===== config.mk =====
export PLATFORM = sky130hd
export DESIGN_NAME = ex_operand_stage
export DESIGN_NICKNAME = d
export VERILOG_FILES = /design/src/rtl/ex_operand_stage.sv
export SDC_FILE = /design/constraint.sdc
export NUM_CORES = 1
export LEC_CHECK = 0
export ABC_AREA = 1
export BUFFER_PORTS_ARGS = -buffer_cell sky130_fd_sc_hd__buf_2
export CAP_MARGIN = 0
export CORE_AREA = 8 8 261 263
export CTS_BUF_LIST = sky130_fd_sc_hd__clkbuf_4 sky130_fd_sc_hd__clkbuf_8 sky130_fd_sc_hd__clkbuf_16
export DETAILED_ROUTE_END_ITERATION = 16
export DIE_AREA = 0 0 269 271
export PLACE_DENSITY = 0.59
export SYNTH_ARGS = -nofsm -noshare
export SYNTH_HDL_FRONTEND = slang
export SYNTH_SLANG_ARGS = --single-unit

===== constraint.sdc =====
create_clock -name clk -period 9.65 [get_ports clk]
set_input_delay 1.93 -clock clk [delete_from_list [all_inputs] [get_ports clk]]
set_output_delay 1.93 -clock clk [all_outputs]
set_load 0.1 [all_outputs]

===== src/rtl/ex_operand_stage.sv =====
// Operand-select pipeline register in front of the ALU: captures one decoded
// instruction from ID, holds it across stalls and forwards MEM/WB results.

package ex_operand_pkg;
    typedef enum logic [3:0] {
        ALU_DEFAULT = 4'd0,
        ALU_ADD,
        ALU_SUB,
        ALU_AND,
        ALU_OR,
        ALU_XOR,
        ALU_SLL,
        ALU_SRL,
        ALU_SRA,
        ALU_SLT,
        ALU_SLTU
    } alu_op_enum;
endpackage

module ex_operand_stage
    import ex_operand_pkg::*;
#(
    parameter int XLEN = 64,
    parameter int RW   = 5
) (
    input  logic            clk,
    input  logic            rst,
    input  logic            id_valid,
    output logic            id_ready,
    input  logic [XLEN-1:0] id_pc,
    input  logic [RW-1:0]   id_rs1,
    input  logic [RW-1:0]   id_rs2,
    input  logic [RW-1:0]   id_rd,
    input  logic [XLEN-1:0] id_rs1_data,
    input  logic [XLEN-1:0] id_rs2_data,
    input  logic [XLEN-1:0] id_imm,
    input  alu_op_enum      id_alu_op,
    input  logic [1:0]      id_asel,
    input  logic            id_bsel,
    input  logic            id_we_reg,
    input  logic            fwd_mem_we,
    input  logic [RW-1:0]   fwd_mem_rd,
    input  logic [XLEN-1:0] fwd_mem_data,
    input  logic            fwd_wb_we,
    input  logic [RW-1:0]   fwd_wb_rd,
    input  logic [XLEN-1:0] fwd_wb_data,
    input  logic            flush,
    output logic            ex_valid,
    input  logic            ex_ready,
    output logic [XLEN-1:0] alu_a,
    output logic [XLEN-1:0] alu_b,
    output alu_op_enum      alu_op,
    output logic [XLEN-1:0] ex_pc,
    output logic [RW-1:0]   ex_rd,
    output logic            ex_we_reg,
    output logic [XLEN-1:0] ex_store_data
);

    logic            r_valid;
    logic [XLEN-1:0] r_pc;
    logic [RW-1:0]   r_rs1;
    logic [RW-1:0]   r_rs2;
    logic [RW-1:0]   r_rd;
    logic [XLEN-1:0] r_r1;
    logic [XLEN-1:0] r_r2;
    logic [XLEN-1:0] r_imm;
    alu_op_enum      r_alu_op;
    logic [1:0]      r_asel;
    logic            r_bsel;
    logic            r_we_reg;

    logic            w_load;
    logic            w_xfer;
    logic            w_hold;
    logic            w_wb_hit1;
    logic            w_wb_hit2;
    logic [XLEN-1:0] w_op1;
    logic [XLEN-1:0] w_op2;

    // MEM is younger than WB, so it wins; x0 never forwards.
    function automatic logic [XLEN-1:0] fwd(input logic [RW-1:0]   rs,
                                            input logic [XLEN-1:0] q);
        if (fwd_mem_we && fwd_mem_rd == rs && rs != '0)
            return fwd_mem_data;
        else if (fwd_wb_we && fwd_wb_rd == rs && rs != '0)
            return fwd_wb_data;
        else
            return q;
    endfunction

    assign id_ready  = !r_valid || ex_ready;
    assign w_load    = id_valid && id_ready;
    assign w_xfer    = r_valid && ex_ready;
    assign w_hold    = r_valid && !ex_ready && !flush;
    assign w_wb_hit1 = fwd_wb_we && fwd_wb_rd == r_rs1 && r_rs1 != '0;
    assign w_wb_hit2 = fwd_wb_we && fwd_wb_rd == r_rs2 && r_rs2 != '0;

    // NOTE: sequential state uses non-blocking assignments only, so every
    // register samples pre-edge values regardless of statement order.
    always_ff @(posedge clk or posedge rst) begin
        if (rst) begin
            r_valid  <= 1'b0;
            r_pc     <= '0;
            r_rs1    <= '0;
            r_rs2    <= '0;
            r_rd     <= '0;
            r_r1     <= '0;
            r_r2     <= '0;
            r_imm    <= '0;
            r_alu_op <= ALU_DEFAULT;
            r_asel   <= '0;
            r_bsel   <= 1'b0;
            r_we_reg <= 1'b0;
        end else begin
            if (flush)
                r_valid <= 1'b0;
            else if (w_load)
                r_valid <= 1'b1;
            else if (w_xfer)
                r_valid <= 1'b0;

            if (w_load && !flush) begin
                r_pc     <= id_pc;
                r_rs1    <= id_rs1;
                r_rs2    <= id_rs2;
                r_rd     <= id_rd;
                r_r1     <= id_rs1_data;
                r_r2     <= id_rs2_data;
                r_imm    <= id_imm;
                r_alu_op <= id_alu_op;
                r_asel   <= id_asel;
                r_bsel   <= id_bsel;
                r_we_reg <= id_we_reg;
            end else if (w_hold) begin
                // A retiring WB producer would otherwise vanish during the stall.
                if (w_wb_hit1)
                    r_r1 <= fwd_wb_data;
                if (w_wb_hit2)
                    r_r2 <= fwd_wb_data;
            end
        end
    end

    assign w_op1 = fwd(r_rs1, r_r1);
    assign w_op2 = fwd(r_rs2, r_r2);

    always_comb begin
        alu_a = '0;
        case (r_asel)
            2'd0:    alu_a = w_op1;
            2'd1:    alu_a = r_pc;
            default: alu_a = '0;
        endcase
    end

    assign alu_b         = r_bsel ? r_imm : w_op2;
    assign ex_store_data = w_op2;
    assign alu_op        = r_valid ? r_alu_op : ALU_DEFAULT;
    assign ex_we_reg     = r_valid && r_we_reg;
    assign ex_valid      = r_valid;
    assign ex_pc         = r_pc;
    assign ex_rd         = r_rd;

endmodule


# Word level (Yosys, flattened, before mapping)

Index checks and enable logic that the tools add are counted.

Register bits: 280
Bits of input ports: 424
Output and inout port bits: 268
Word-level logic and storage cells: 54

Eq/ne operators: 5
Muxes and demuxes: 14
Reductions and logical operators: 23

Operator list:

| cell                                                                   | number |
|---|---|
| 64-bit two-way mux                                                     | 9 |
| 64-bit case mux with 2 select lines                                    | 1 |
| 5-bit equality test                                                    | 4 |
| 1-bit logical AND                                                      | 14 |
| 5-bit nonzero test                                                     | 2 |
| 4-bit two-way mux                                                      | 1 |
| 1-bit logical NOT                                                      | 3 |
| 1-bit two-way mux                                                      | 3 |
| 3-bit nonzero test                                                     | 1 |
| 2-bit by 1-bit equality test with 1-bit output (second input constant) | 1 |
| 2-bit logical NOT                                                      | 1 |
| 2-bit nonzero test                                                     | 1 |
| 1-bit logical OR                                                       | 1 |

# Longest topological paths before layout

Depth in word-level cells: 6
Mapped depth: 13
Gate-level depth less buffers: 11

# Worst setup path after synthesis

No wires, ideal clock.

Kind: input to output
Start point: input port fwd_wb_rd[1]
End point: output port ex_store_data[22]
Data arrival time: 3.494 ns
Data required time: 7.720 ns
Slack: 4.226 ns
Stages on the path: 9
Buffers on the path: 2
Path through: inv_1 nand2_1 nand3_1 nor2_2 buf_4 buf_2 nand3_1 nand3_1 and2_1

Cells in the longest elaborated chain, start to end: 5

RTL lines:

| what                           | RTL line | source |
|---|---|---|
| start: declaration             | 45       | `input logic [RW-1:0] fwd_wb_rd,` |
| 5-bit equality test            | 85       | `else if (fwd_wb_we && fwd_wb_rd == rs && rs != '0)` |
| 1-bit logical AND (2 in a row) | 85       |  |
| 64-bit two-way mux             | --       |  |
| 64-bit two-way mux             | 83       | `if (fwd_mem_we && fwd_mem_rd == rs && rs != '0)` |
| end: declaration               | 56       | `output logic [XLEN-1:0] ex_store_data` |

Every way passes these cells.

# Worst setup path after layout

Start point: input port fwd_mem_rd[4]
End point: output port alu_b[52]

Cells in the longest elaborated chain, start to end: 5

RTL lines:

| what                           | RTL line | source |
|---|---|---|
| start: declaration             | 42       | `input logic [RW-1:0] fwd_mem_rd,` |
| 5-bit equality test            | 83       |  |
| 1-bit logical AND (2 in a row) | 83       |  |
| 64-bit two-way mux             | 83       |  |
| 64-bit two-way mux             | 156      | `assign alu_b = r_bsel ? r_imm : w_op2;` |
| end: declaration               | 51       | `output logic [XLEN-1:0] alu_b,` |

Every way passes these cells.

==> reports/metrics.yaml <==
timing:
  finalCritPeriodShare: 0.752
  relSlewSlack: 0.284
  setup_viol: 0
  rsz0062_at_grt: "false"
  finalCriticalPeriod_ps: 7260
  tightest_slew_ps: 1070
  hold_viol: 0
  finalMaxSlewViolations: 0
  clock.fmax_ghz: 0.138
  setup-tns-final_ps: 0
  finClkSkew_ps: 11.6
grt:
  grt_remaining_overflow: 0
  grt_pass1_vias: 21140
  antenna_found_initial: 35
  track_usage: 0.228
  grt_max_degree: 170
  grt_pass1_wl_mm: 129
clocking:
  cts_resized: 0
  root_buffer: "clkbuf_16"
  clk_latency_ps: 550
  clk_pin_slew_ps: 50
  hold_buffers: 0
  cts_tree: "built"
  tritoncts.num_buffers: 39
  post_cts_buffers: 0
  cts_sinks: 280
  clockBufferDepth: 3
  htree_levels: 2
routing:
  drc_errors: 0
  antenna_violating_nets_post_route: 0
  wire_per_inst_um: 19.9
  drt_first_pass_iters: 7
  viasPerCell: 4.87
  routed_wl_mm: 86.9
  drt-initial-drc-count: 1725
  vias: 21278
synth:
  synth.area.top_cells: "dfrtp_1, nand2_1, nand3_1"
  synth_edf_count: 0
  ys_ff_latch: 280
  syn_area_mm2: 0.0182
  synth_seq_area_share: 0.385
  yosys_warnings: 0
  synth.most_common_cell: "nand2_1"
  synth_nets: 3319
  ys.flop_type: "dfrtp_1"
  synth_common_cells: "nand2_1, nand3_1, dfrtp_1"
  synth_top_area_share: 0.385
  synthCells: 2895
  synth_area_per_cell_um2: 6.28
  yosys.cell_types.count: 25
  synth-async-reset-ratio: 1.00
  synth_largest_area_cell: "dfrtp_1"
setup_path:
  crit_chain: "buf_2 > inv_1 > nand2_1 > nand2_1 > nor2_1 > and2_1 > nand2_4 > clkinv_2 > buf_4 > nand2_1 > nand3_1 > nand2_1 > buf_2"
  worstPathArrival_ps: 5330
  cp_slowest_cell: "clkinv_2"
  path_buf_inv: 5
  crit_top_cell: "nand2_1"
  cp-start-kind: "input port"
  cp_slowest_stage_delay_ps: 790
  crit_type: "input port to output pin"
  cp_max_fo: 65
  critPathRequiredTime_ps: 7720
  critPathCaptureType: "output pin"
  critPathTopFamily: "buffers and inverters"
placement:
  portBuffers: 691
  dp_hpwl_mm: 61.9
  place.gp.congestion: 0.906
floorplanning:
  pin_count: 692
  fp.dieW_um: 269
  dieArea_mm2: 0.0729
  start_util: 0.285
  core_area_mm2: 0.0639
  rows: 93
  die_y_um: 271
min_path:
  hp-class: "flip-flop to flip-flop"
status:
  status: "finished clean"
power_and_ir_drop:
  ir_drop_v: 0.000171
  power_leakage_nw: 14.3
  pwr_density_cell_mw_per_mm2: 277
layout:
  nFillCells: 7031
  layout.nets: 3893
  drive_above_1_share: 0.234
  area_growth_pct: 29.0
  fin_util: 0.367
run:
  cap_violations: 0
[through the flow]
| step | std cells | worst slack [ps] | power (mW) | instance area (µm²) | hold slack [ps] |
|---|---|---|---|---|---|
| after floorplan | 2895 | 4010 | 4.33 | 18200 | 449 |
| after global placement | 4283 | 2490 | 5.03 | 22100 | 462 |
| after detailed placement | 4283 | 2470 | 5.04 | 22100 | 464 |
| after CTS | 4349 | 2460 | 6.55 | 23400 | 480 |
| after global routing | 4362 | 2220 | 6.78 | 23400 | 492 |
| final | 4373 | 2390 | 6.50 | 23500 | 477 |
[kinds of logic after synthesis]
group,synth area share
XOR/XNOR,0.000963
AO/OA/AOI/OAI,0.0270
flip-flops,0.385
AND/OR/NAND/NOR,0.497
buffers and inverters,0.0898
[worst reg2reg max path, cell delays in order, from the launching register on]
cell	delay, ps
dfrtp_1	960
nand2_2	230
nand3_4	430
buf_4	760
nand2_4	540
inv_6	540
buf_4	660
nor2_1	240
nand2_1	120
nand2_1	60
[layout by cell type, fill, tap and decap left out]
cell type,Yosys,final
buf_2,88,691
clkbuf_16,0,39
o21a_1,46,46
xnor2_1,2,2
nand3_1,525,525
clkbuf_4,0,8
buf_4,32,26
nand2_2,4,1
a21oi_1,1,1
diode_2,0,24
a21boi_1,1,1
nor2_1,138,131
nor3_1,1,1
nor2_4,0,9
buf_12,0,3
clkbuf_8,0,10
clkinvlp_4,0,2
nand2_4,0,5
inv_2,6,3
inv_6,0,5
bufinv_16,0,2
clkinv_2,0,5
dfrtp_1,280,279
dfrtp_4,0,1
and2_1,65,65
nand2_1,1432,1430
or2_2,8,8
o211ai_1,3,3
inv_1,169,167
nand3_4,0,1
nand4_1,2,2
o21ai_0,21,21
o21ai_1,1,1
[worst paths after layout]
| path | startpoint | endpoint | slack (ps) | depth (start not counted) |
|---|---|---|---|---|
| worst max-delay path | fwd_mem_rd[4] | alu_b[52] | 2390 | 13 |
| worst min-delay path | r_r2[46] | r_r2[46] | 480 | 2 |
| worst max register to register | ex_valid | r_r1[24] | 5010 | 9 |
| worst min register to register | r_r2[46] | r_r2[46] | 480 | 2 |
| max in group asynchronous | rst | r_imm[36] | 6750 | 4 |
| min in group asynchronous | rst | r_imm[6] | 1460 | 3 |
[power breakdown]
part | switching, mW | internal [mW] | total [mW] | leakage (nW)
clock network | 0.588 | 0.894 | 1.48 | 0.643
logic | 2.87 | 0.594 | 3.47 | 10.1
registers | 0.149 | 1.40 | 1.55 | 3.53
[metal layers]
layer | global-route usage | routed length (µm)
met4 | 0.0938 | 3160
met3 | 0.0591 | 7230
met1 | 0.272 | 34600
met5 | 0 | 188
met2 | 0.385 | 41700
[cell type report]
type | count | area, µm² | area share
inverters | 175 | 673 | 0.0287
flip-flops and latches | 280 | 7010 | 0.299
multi-input cells | 2253 | 9650 | 0.411
clock buffers | 57 | 1170 | 0.0500
repair buffers | 720 | 3710 | 0.158
well taps | 855 | 1070 | 0.0456
diodes | 24 | 60.1 | 0.00256
clock inverters | 9 | 109 | 0.00464
(Power assumes the default switching activity.)
